`config.mk`:
```
export PLATFORM = sky130hd
export DESIGN_NAME = mult_pipe_latch
export DESIGN_NICKNAME = d
export VERILOG_FILES = /design/src/rtl/mult_pipe_latch.sv
export SDC_FILE = /design/constraint.sdc
export NUM_CORES = 1
export LEC_CHECK = 0
export BUFFER_PORTS_ARGS = -buffer_cell sky130_fd_sc_hd__clkbuf_2
export CELL_PAD_IN_SITES_DETAIL_PLACEMENT = 1
export CELL_PAD_IN_SITES_GLOBAL_PLACEMENT = 1
export CORE_ASPECT_RATIO = 1.4
export CORE_MARGIN = 5
export CORE_UTILIZATION = 40
export CTS_CLUSTER_DIAMETER = 200
export DETAILED_ROUTE_END_ITERATION = 12
export HOLD_SLACK_MARGIN = 0.06
export PLACE_DENSITY_LB_ADDON = 0.1
export SETUP_SLACK_MARGIN = 0.3
export SYNTH_ARGS = -nofsm -noshare
export SYNTH_HDL_FRONTEND = slang
export SYNTH_SLANG_ARGS = --single-unit
```
`constraint.sdc`:
```
create_clock -name clock -period 2.5 [get_ports clock]
set_clock_uncertainty 0.15 [all_clocks]
set_input_delay 0 -clock clock [delete_from_list [all_inputs] [get_ports clock]]
set_output_delay 0 -clock clock [all_outputs]
set_load 0.01 [all_outputs]
```
`src/rtl/mult_pipe_latch.sv`:
```
// mult_pipe_latch
//   Pipeline latch between multiplier stages. Carries LANES data lanes of
//   WIDTH bits, one auxiliary register value and the instruction word, with a
//   valid/ready handshake backed by a 2-entry (main + skid) buffer.
//
// Ports
//   clock      : rising-edge clock
//   reset      : synchronous active-high reset, overrides everything
//   flush      : synchronous discard of all held entries
//   in_valid   : upstream offers an entry
//   in_ready   : latch accepts an entry this cycle (combinational)
//   in_lanes   : lane k at bits [k*WIDTH +: WIDTH]
//   in_reg     : auxiliary register value
//   in_ins     : instruction word
//   out_valid  : main entry valid
//   out_ready  : downstream accepts the main entry
//   out_lanes  : same packing as in_lanes
//   out_reg    : auxiliary register value of main entry
//   out_ins    : instruction word of main entry, NOP_INS when empty
//   occupancy  : number of held entries (0..2)
module mult_pipe_latch #(
    parameter int unsigned          WIDTH     = 32,
    parameter int unsigned          LANES     = 8,
    parameter int unsigned          INS_WIDTH = 32,
    parameter logic [INS_WIDTH-1:0] NOP_INS   = '0
) (
    input  logic                   clock,
    input  logic                   reset,
    input  logic                   flush,
    input  logic                   in_valid,
    output logic                   in_ready,
    input  logic [LANES*WIDTH-1:0] in_lanes,
    input  logic [WIDTH-1:0]       in_reg,
    input  logic [INS_WIDTH-1:0]   in_ins,
    output logic                   out_valid,
    input  logic                   out_ready,
    output logic [LANES*WIDTH-1:0] out_lanes,
    output logic [WIDTH-1:0]       out_reg,
    output logic [INS_WIDTH-1:0]   out_ins,
    output logic [1:0]             occupancy
);

    // EMPTY: nothing held; ONE: main valid; FULL: main and skid valid.
    typedef enum logic [1:0] {
        EMPTY = 2'd0,
        ONE   = 2'd1,
        FULL  = 2'd2
    } state_t;

    state_t                 state_q;
    logic [LANES*WIDTH-1:0] main_lanes_q;
    logic [WIDTH-1:0]       main_reg_q;
    logic [INS_WIDTH-1:0]   main_ins_q;
    logic [LANES*WIDTH-1:0] skid_lanes_q;
    logic [WIDTH-1:0]       skid_reg_q;
    logic [INS_WIDTH-1:0]   skid_ins_q;

    logic in_fire;
    logic out_fire;

    always_comb begin
        in_ready  = (state_q != FULL) && !flush && !reset;
        out_valid = (state_q != EMPTY);
        in_fire   = in_valid && in_ready;
        out_fire  = out_valid && out_ready;
        unique case (state_q)
            EMPTY:   occupancy = 2'd0;
            ONE:     occupancy = 2'd1;
            FULL:    occupancy = 2'd2;
            default: occupancy = 2'd0;
        endcase
    end

    assign out_lanes = main_lanes_q;
    assign out_reg   = main_reg_q;
    assign out_ins   = main_ins_q;

    // main_ins_q is forced to NOP_INS whenever the latch drains, so out_ins
    // needs no combinational mux on out_valid. Lanes and reg simply hold.
    always_ff @(posedge clock) begin
        if (reset) begin
            state_q      <= EMPTY;
            main_lanes_q <= '0;
            main_reg_q   <= '0;
            main_ins_q   <= NOP_INS;
            skid_lanes_q <= '0;
            skid_reg_q   <= '0;
            skid_ins_q   <= '0;
        end else if (flush) begin
            state_q    <= EMPTY;
            main_ins_q <= NOP_INS;
        end else begin
            unique case (state_q)
                EMPTY: begin
                    if (in_fire) begin
                        state_q      <= ONE;
                        main_lanes_q <= in_lanes;
                        main_reg_q   <= in_reg;
                        main_ins_q   <= in_ins;
                    end
                end
                ONE: begin
                    if (in_fire && out_fire) begin
                        main_lanes_q <= in_lanes;
                        main_reg_q   <= in_reg;
                        main_ins_q   <= in_ins;
                    end else if (in_fire) begin
                        // Downstream stalled: park the younger entry in skid.
                        state_q      <= FULL;
                        skid_lanes_q <= in_lanes;
                        skid_reg_q   <= in_reg;
                        skid_ins_q   <= in_ins;
                    end else if (out_fire) begin
                        state_q    <= EMPTY;
                        main_ins_q <= NOP_INS;
                    end
                end
                FULL: begin
                    if (out_fire) begin
                        state_q      <= ONE;
                        main_lanes_q <= skid_lanes_q;
                        main_reg_q   <= skid_reg_q;
                        main_ins_q   <= skid_ins_q;
                    end
                end
                default: begin
                    state_q    <= EMPTY;
                    main_ins_q <= NOP_INS;
                end
            endcase
        end
    end

endmodule

```
## Word level (Yosys, flattened, before mapping)

Index checks and enable logic that the tools add are counted.

| cells by class | value |
|---|---|
| reductions and logical operators | 15 |
| mux-type cells | 21 |
| bitwise operators | 2 |
| equality and inequality tests | 10 |

Operators by type and width:

| operator | number |
|---|---|
| 256-bit two-way mux | 3 |
| 256-bit case mux with 3 select lines | 1 |
| 32-bit two-way mux | 8 |
| 32-bit case mux with 3 select lines | 2 |
| 4-bit AND reduction | 3 |
| 2-bit two-way mux | 5 |
| 2-bit != test, second input constant | 5 |
| 3-bit != test, second input constant | 3 |
| 2-bit case mux with 3 select lines | 1 |
| 1-bit logical AND | 5 |
| 5-bit AND reduction | 1 |
| 2-bit case mux with 2 select lines | 1 |
| 3-bit nonzero test | 1 |
| 2-bit by 1-bit equality test with 1-bit output, second input constant | 1 |
| 2-bit equality test, second input constant | 1 |
| 1-bit logical NOT | 2 |
| 2-bit logical NOT | 1 |
| 1-bit inverter | 2 |
| 2-bit nonzero test | 1 |
| 2-bit OR reduction | 1 |

| word-level totals | value |
|---|---|
| word-level logic and storage cells | 55 |
| input bits | 325 |
| flip-flop bits (word level) | 642 |

## Depth between registers and ports, before layout

Gate-level depths: netlist of run 1.

| depth | value |
|---|---|
| word-level depth | 7 |
| mapped depth | 9 |

## Least setup slack after synthesis of run 1

Ideal clock, no wire load.

| path | value |
|---|---|
| path type | reg2reg |
| from | register state_q[1] |
| to | register skid_lanes_q[100] |
| cell stages (with the launch flop) | 9 |
| setup slack | 0.633 ns |
| library setup time | 0.132 ns |
| arrival | 1.584 ns |
| cells stage by stage | dfxtp_1 > clkbuf_1 > or3b_1 > or2_1 > buf_2 > buf_6 > buf_6 > nand2_1 > a21oi_1 |

| between the ends | value |
|---|---|
| cells in the longest elaborated chain, start to end | 7 |

Ends and longest elaborated chain:

| item | RTL line | source |
|---|---|---|
| start: declaration | 50 | `state_t state_q;` |
| start signal: assignment | 82 | `state_q <= EMPTY;` |
| start signal: assignment | 90 | `state_q <= EMPTY;` |
| start signal: assignment | 96 | `state_q <= ONE;` |
| 2-bit != test | 62 | `in_ready = (state_q != FULL) && !flush && !reset;` |
| 1-bit logical AND (2 in series) | 62 |  |
| 1-bit logical AND | 64 | `in_fire = in_valid && in_ready;` |
| 1-bit logical AND | 103 | `if (in_fire && out_fire) begin` |
| 1-bit inverter (no source line) | n/a |  |
| 4-bit AND reduction (no source line) (*) | n/a |  |
| end signal: assignment | 110 | `skid_lanes_q <= in_lanes;` |
| end: declaration | 54 | `logic [LANES*WIDTH-1:0] skid_lanes_q;` |

Every way passes the cells marked *; elsewhere a longest branch is shown, timed or not.
A chain may end at the register's enable or synchronous reset.

## Final worst setup path of run 1

| path | value |
|---|---|
| from | register state_q[1] |
| to | register main_lanes_q[0], in the netlist out_lanes[0] |

| between the ends | value |
|---|---|
| cells in the longest elaborated chain, start to end | 7 |

Ends and longest elaborated chain:

| item | RTL line | source |
|---|---|---|
| 2-bit != test | 62 |  |
| 1-bit logical AND (2 in series) | 62 |  |
| 1-bit logical AND | 64 |  |
| 1-bit logical AND | 103 |  |
| 2-bit != test (no source line) | n/a |  |
| 5-bit AND reduction (no source line) | n/a |  |
| end signal: assignment | 97 | `main_lanes_q <= in_lanes;` |
| end signal: assignment | 104 | `main_lanes_q <= in_lanes;` |
| end signal: assignment | 121 | `main_lanes_q <= skid_lanes_q;` |
| end: declaration | 51 | `logic [LANES*WIDTH-1:0] main_lanes_q;` |

Parallel ways exist; a longest one is shown, timed or not.

==> run summary, run 1 <==
Critical-path top delay cell -> dfxtp_2
Flops & latches, synth -> 642
Vias -> 28.5k
CP Data Required Time -> 2.83 ns
Clk root buf -> clkbuf_16
Final WL -> 121 mm
Total CTS buffers -> 67
Slew Viols, Final -> 0
Mapped Avg Cell Area -> 8.95 sq um
Clock transition at the registers of the reported paths -> 0.07 ns
Fillers -> 7,489
Clock tree buffer depth -> 3
First-pass DRT Iterations -> 5
P_leak -> 16.7 nW
H-Tree Depth -> 3
Initial Utilization -> 40.1%
Clock Latency Late Sink -> 0.61 ns
Area after DPL -> 30,400 sq um
Die area -> 72,000 sq um
CTS tree -> yes
# port buffers -> 648
Layout cells sized above 1 -> 21.0%
DRC -> 0
Register area -> 12,900 sq um
Clock sink count -> 642
Post-route cell area -> 39,000 sq um
CP top delay family -> compound AO/OA/AOI/OAI gates
RSZ-0062 raised after global routing -> true
Crit-path most repeated cell -> buf_16
Largest net degree at the start of global routing -> 224
Buf+Inv Stages, Crit Path -> 3
Syn-to-layout area delta -> 46.3%
Fin nets -> 4,381
Yosys top cell by area -> dfxtp_1
Die X -> 228 um
Period utilisation layout -> 87.9%
Crit end category -> flop
Status -> finished, final reports clean
Via-per-instance ratio -> 5.71
Initial antenna violation count -> 35
Crit-path max FO -> 20
Antenna Nets Post-Route -> 0
Pwr Density -> 612 nW/um^2
Initial DRC count -> 1,849
Total gr overflow -> 0
Total track usage -> 30.6%
Final Non-Filler Cells -> 4,992
Crit-path cells -> nand2b_1 > o31ai_4 > buf_6 > buf_16 > buf_16 > a21oi_1 > a311oi_2
Syn Nets -> 3,304
First-pass GRT wire length -> 179 mm
Maximum VDD drop -> 0.535 mV
Area of the multi-input gates -> 12,200 sq um
Tmin final -> 2.20 ns
Slew headroom -> 17.8%
Die Ht -> 315 um
Crit path largest cell delay -> 0.38 ns
F_max -> 455 MHz
Synth area leaders -> dfxtp_1 48%, mux2i_1 12%, a21oi_1 11%
Synthesized cell area -> 26,700 sq um
Placed wire-length estimate -> 66.3 mm
CP Launch Type -> flop
Max_cap viols -> 0
Drt wl/cell -> 24.3 um
Ys Warns -> 0
Hold WS -> 0.0870 ns
Synth Instances -> 2,979
Min-Delay Path Class -> primary input to flop
FFs w/ async S/R, synth -> 0%
Finish-stage setup viols -> 0
FP Rows -> 112
EDFF count, synth -> 0
Core Util, Final -> 58.7%
CP Data Arrival Time -> 2.53 ns
Sequential area share after synthesis -> 48.2%
RePlAce Congestion -> 0.837
Vias in the first global route -> 30.3k
Final Hold Fails -> 0
Cell variety after synth -> 29
Setup CP Type -> flop to flop
Total core area -> 66,400 sq um
Placed Cells incl. Taps -> 4,232
Synth top area share -> 48.2%
Top FF cell, synth -> dfxtp_1
Boundary Pins -> 649
Final TNS setup -> 0 ns
Worst slew pin tran -> 1.23 ns
[stage by stage]
step	total power [mW]	setup WS (ns)
3_3_place_gp	13.1	0.307
6_report	23.9	0.302
2_1_floorplan	12.1	0.633
3_5_place_dp	13.2	0.168
4_1_cts	23.7	0.293
5_1_grt	24.7	0.239
[layout make-up]
cell class,count,share of cell area (%)
sequential,642,33.0
multi-input combinational,2008,31.3
timing repair buffer,1335,27.4
clock buffer,106,5.23
tap,855,2.74
antenna,36,0.231
clock inverter,8,0.109
inverter,2,0.0385
[synth_stat cells (all sizes together) (3+ instances only)]
master,number
nand2,672
or2,3
a21oi,609
mux2i,321
clkbuf,178
buf,150
dfxtp,642
a311oi,288
o32ai,32
a22oi,32
nor2,35
[path summary, 6_finish.rpt]
check,start,end,slack (ns),cells past startpoint
min reg2reg,skid_lanes_q[243]$_SDFFE_PP0P_,skid_lanes_q[243]$_SDFFE_PP0P_,0.30,2
min,in_ins[24],skid_ins_q[24]$_SDFFE_PP0P_,0.09,4
max reg2reg,state_q[1]$_SDFFE_PP0P_,out_lanes[0]$_SDFFE_PP0P_,0.30,7
max,state_q[1]$_SDFFE_PP0P_,out_lanes[0]$_SDFFE_PP0P_,0.30,7
[tightest hold or removal path, stage by stage]
cell	delay, ns
dlygate4sd3_1	0.56
clkbuf_2	0.13
nand2_1	0.05
a21oi_1	0.05
[placed cells by master (no fill, tap or decap), drive strengths merged]
| cell type | instances |
|---|---|
| o32ai | 32 |
| or2 | 4 |
| o22a | 1 |
| a311oi | 288 |
| nor3b | 1 |
| clkinv | 7 |
| diode | 36 |
| o211ai | 1 |
| nand2 | 672 |
| clkinvlp | 1 |
| inv | 2 |
| nand2b | 2 |
| o31ai | 1 |
| a21oi | 609 |
| dlygate4sd3 | 585 |
| a22oi | 32 |
| a21boi | 1 |
| nor3 | 1 |
| nor2b | 2 |
| buf | 91 |
| nand3b | 2 |
| mux2i | 321 |
| dfxtp | 642 |
| or3b | 2 |
| clkbuf | 765 |
| o221ai | 1 |
| nor2 | 35 |
[kinds of logic (layout without fill, tap and decap cells)]
kind of cell / after synthesis / count (layout) / synth area share, %
flops: 642 / 642 / 48.2
other cells: 0 / 36 / 0
buf+inv: 330 / 1451 / 6.46
simple gates: 720 / 721 / 10.3
compound gates: 966 / 966 / 23.0
mux: 321 / 321 / 12.1
[where the power goes]
| group | switching, mW | internal, mW |
|---|---|---|
| Sequential | 0.208 | 10.5 |
| Clock | 4.23 | 5.59 |
| Combinational | 1.78 | 1.53 |
[per-layer routing]
metal,up-vias,global-route usage [%],part of all wire [%]
met5,-,0,0.038
met4,8,16.6,5.9
met3,351,7.76,6.6
met2,1085,52.4,49
met1,14100,35.3,39
li1,13000,-,-
[timing repair]
action | 4_1_cts | 5_1_grt
pin swaps | 2 | 9
hold endpoints to repair | 642 | 0
gates resized for setup | 3 | 36
hold buffers | 586 | 0
buffers inserted | 5 | 5
gates cloned | 1 | 13
endpoints found under the setup margin | 145 | 364
No activity file was read; power rests on OpenSTA's default activity.
==> inputs of run 2 (changes only) <==
Settings changed: PLACE_DENSITY from default to 0.83, PLACE_DENSITY_LB_ADDON 0.1 to default, SKIP_CTS_REPAIR_TIMING from default to 1.
==> run 2 against run 1 <==
  * The run now ends with capacitance limit, slew limit, setup timing left
  * Sequential power about the same
  * Worst setup slack worse by 1.2 ns
  * Via count up 13%
  * Total power up 0.93%
  * Die area unchanged
  * Non-clock buffer count up 11
  * Final cell count down 0.12%
  * Worst hold slack worse by 0.048 ns
  * Clock power down 0.6%
  * Sequential cell count unchanged
  * Critical endpoint is now out_lanes[220]$_SDFFE_PP0P_
  * Largest cell class unchanged
  * Highest routed layer unchanged
==> run summary, run 2 (synthesis results as in run 1) <==
Die X -> 228 um
Clock transition at the registers of the reported paths -> 0.07 ns
Vias -> 32.3k
Antenna Nets Post-Route -> 0
Drt wl/cell -> 30.6 um
Cells on worst reg2reg path -> 7
RePlAce Congestion -> 0.814
Period utilisation layout -> 135%
Largest net degree at the start of global routing -> 204
Slew headroom -> -16.3%
Final WL -> 153 mm
Tmin final -> 3.37 ns
WHS Path Cells -> 4
Total CTS buffers -> 61
Clk root buf -> clkbuf_16
Violations in the final reports -> capacitance limit, slew limit, setup timing
CP Data Arrival Time -> 3.63 ns
Layout cells sized above 1 -> 21.1%
P_leak -> 16.6 nW
Maximum VDD drop -> 0.731 mV
Pwr Density -> 621 nW/um^2
Vias in the first global route -> 25.3k
First-pass DRT Iterations -> 6
Comb pwr share -> 14.7%
RSZ-0062 raised after global routing -> true
FP Rows -> 112
Total core area -> 66,400 sq um
Syn-to-layout area delta -> 45.5%
F_max -> 296 MHz
CTS tree -> yes
Slew Viols, Final -> 2
Status -> complete, but fails checks
Die Ht -> 315 um
Min-Delay Path Class -> primary input to flop
Total gr overflow -> 0
Max_cap viols -> 1
Die area -> 72,000 sq um
Core Util, Final -> 58.4%
Most frequent cells in the layout -> 672 x nand2_1, 647 x clkbuf_2, 641 x dfxtp_1, 609 x a21oi_1, 585 x dlygate4sd3_1
H-Tree Depth -> 2
Clock tree buffer depth -> 3
Clock Latency Late Sink -> 0.65 ns
Cell Int Power -> 17.2 mW
Placed Cells incl. Taps -> 4,245
First-pass GRT wire length -> 143 mm
Final Non-Filler Cells -> 4,986
Setup CP Type -> flop to flop
Min setup slack post-route -> -0.873 ns
Initial antenna violation count -> 29
CP Data Required Time -> 2.75 ns
Placed wire-length estimate -> 63.4 mm
Total track usage -> 24.1%
Crit-path max FO -> 26
Part of the power in registers -> 44.8%
Sw frac -> 28.7%
Crit end category -> flop
Initial DRC count -> 3,937
Switching pwr -> 6.92 mW
Final Hold Fails -> 0
Finish-stage setup viols -> 8
Worst slew pin tran -> 1.73 ns
Fin nets -> 4,387
Initial Utilization -> 40.1%
Placement Setup Slack -> 0.256 ns
Total power -> 24.1 mW
Clock sink count -> 642
Boundary Pins -> 649
Final TNS setup -> -3.15 ns
# port buffers -> 648
Via-per-instance ratio -> 6.48
CP Launch Type -> flop
DRC -> 0
Fillers -> 7,423
Clock power share -> 40.5%
Most common cell after layout, fill and taps aside -> nand2_1
[run 2: per-layer routing]
| metal | GRT usage [%] | share of wire [%] | up-vias |
|---|---|---|---|
| li1 | - | - | 12900 |
| met1 | 27.9 | 34 | 15700 |
| met2 | 42.9 | 48 | 2654 |
| met3 | 5.76 | 9.0 | 1012 |
| met4 | 10.3 | 9.9 | 12 |
| met5 | 0 | 0.041 | - |
[run 2: power groups by stage]
stage	Sequential, mW	Combinational, mW	Clock [mW]
6_report	10.8	3.54	9.75
3_3_place_gp	10.9	2.21	0
3_5_place_dp	10.9	2.27	0
5_1_grt	10.8	3.65	10.1
2_1_floorplan	11.0	1.12	0
4_1_cts	10.7	2.29	9.38
[run 2: final timing paths]
| kind | from | to | slack [ns] |
|---|---|---|---|
| setup / recovery | state_q[0]$_SDFFE_PP0P_ | out_lanes[220]$_SDFFE_PP0P_ | -0.87 |
| hold / removal | in_lanes[146] | skid_lanes_q[146]$_SDFFE_PP0P_ | 0.04 |
| setup reg to reg | state_q[0]$_SDFFE_PP0P_ | out_lanes[220]$_SDFFE_PP0P_ | -0.87 |
| hold reg to reg | skid_lanes_q[242]$_SDFFE_PP0P_ | skid_lanes_q[242]$_SDFFE_PP0P_ | 0.31 |
[run 2: stage by stage]
stage                     hold WS, ns  cell area [sq um]
after CTS                      -0.607              32500
after detailed placement       0.0943              30500
final                          0.0391              38800
after global placement         0.0869              30500
after floorplan               -0.0140              26700
after global routing           0.0400              38800
[run 2: critical path, stage by stage (launching register included)]
cell and delay [ns]:
dfxtp_1 0.40, nor2b_1 0.31, o31ai_4 0.08, buf_6 0.17, clkbuf_16 0.21, buf_4 0.18
clkbuf_16 0.20, a311oi_1 1.41
[run 2: cell type report]
class	count	area, sq um	share of cell area, %
Multi-Input combinational cell	2009	12200	31.3
Tap cell	855	1070	2.76
Timing Repair Buffer	1346	10700	27.6
Clock inverter	15	120	0.310
Sequential cell	642	12900	33.1
Antenna cell	25	62.6	0.161
Clock buffer	92	1820	4.68
Inverter	2	15.0	0.0387
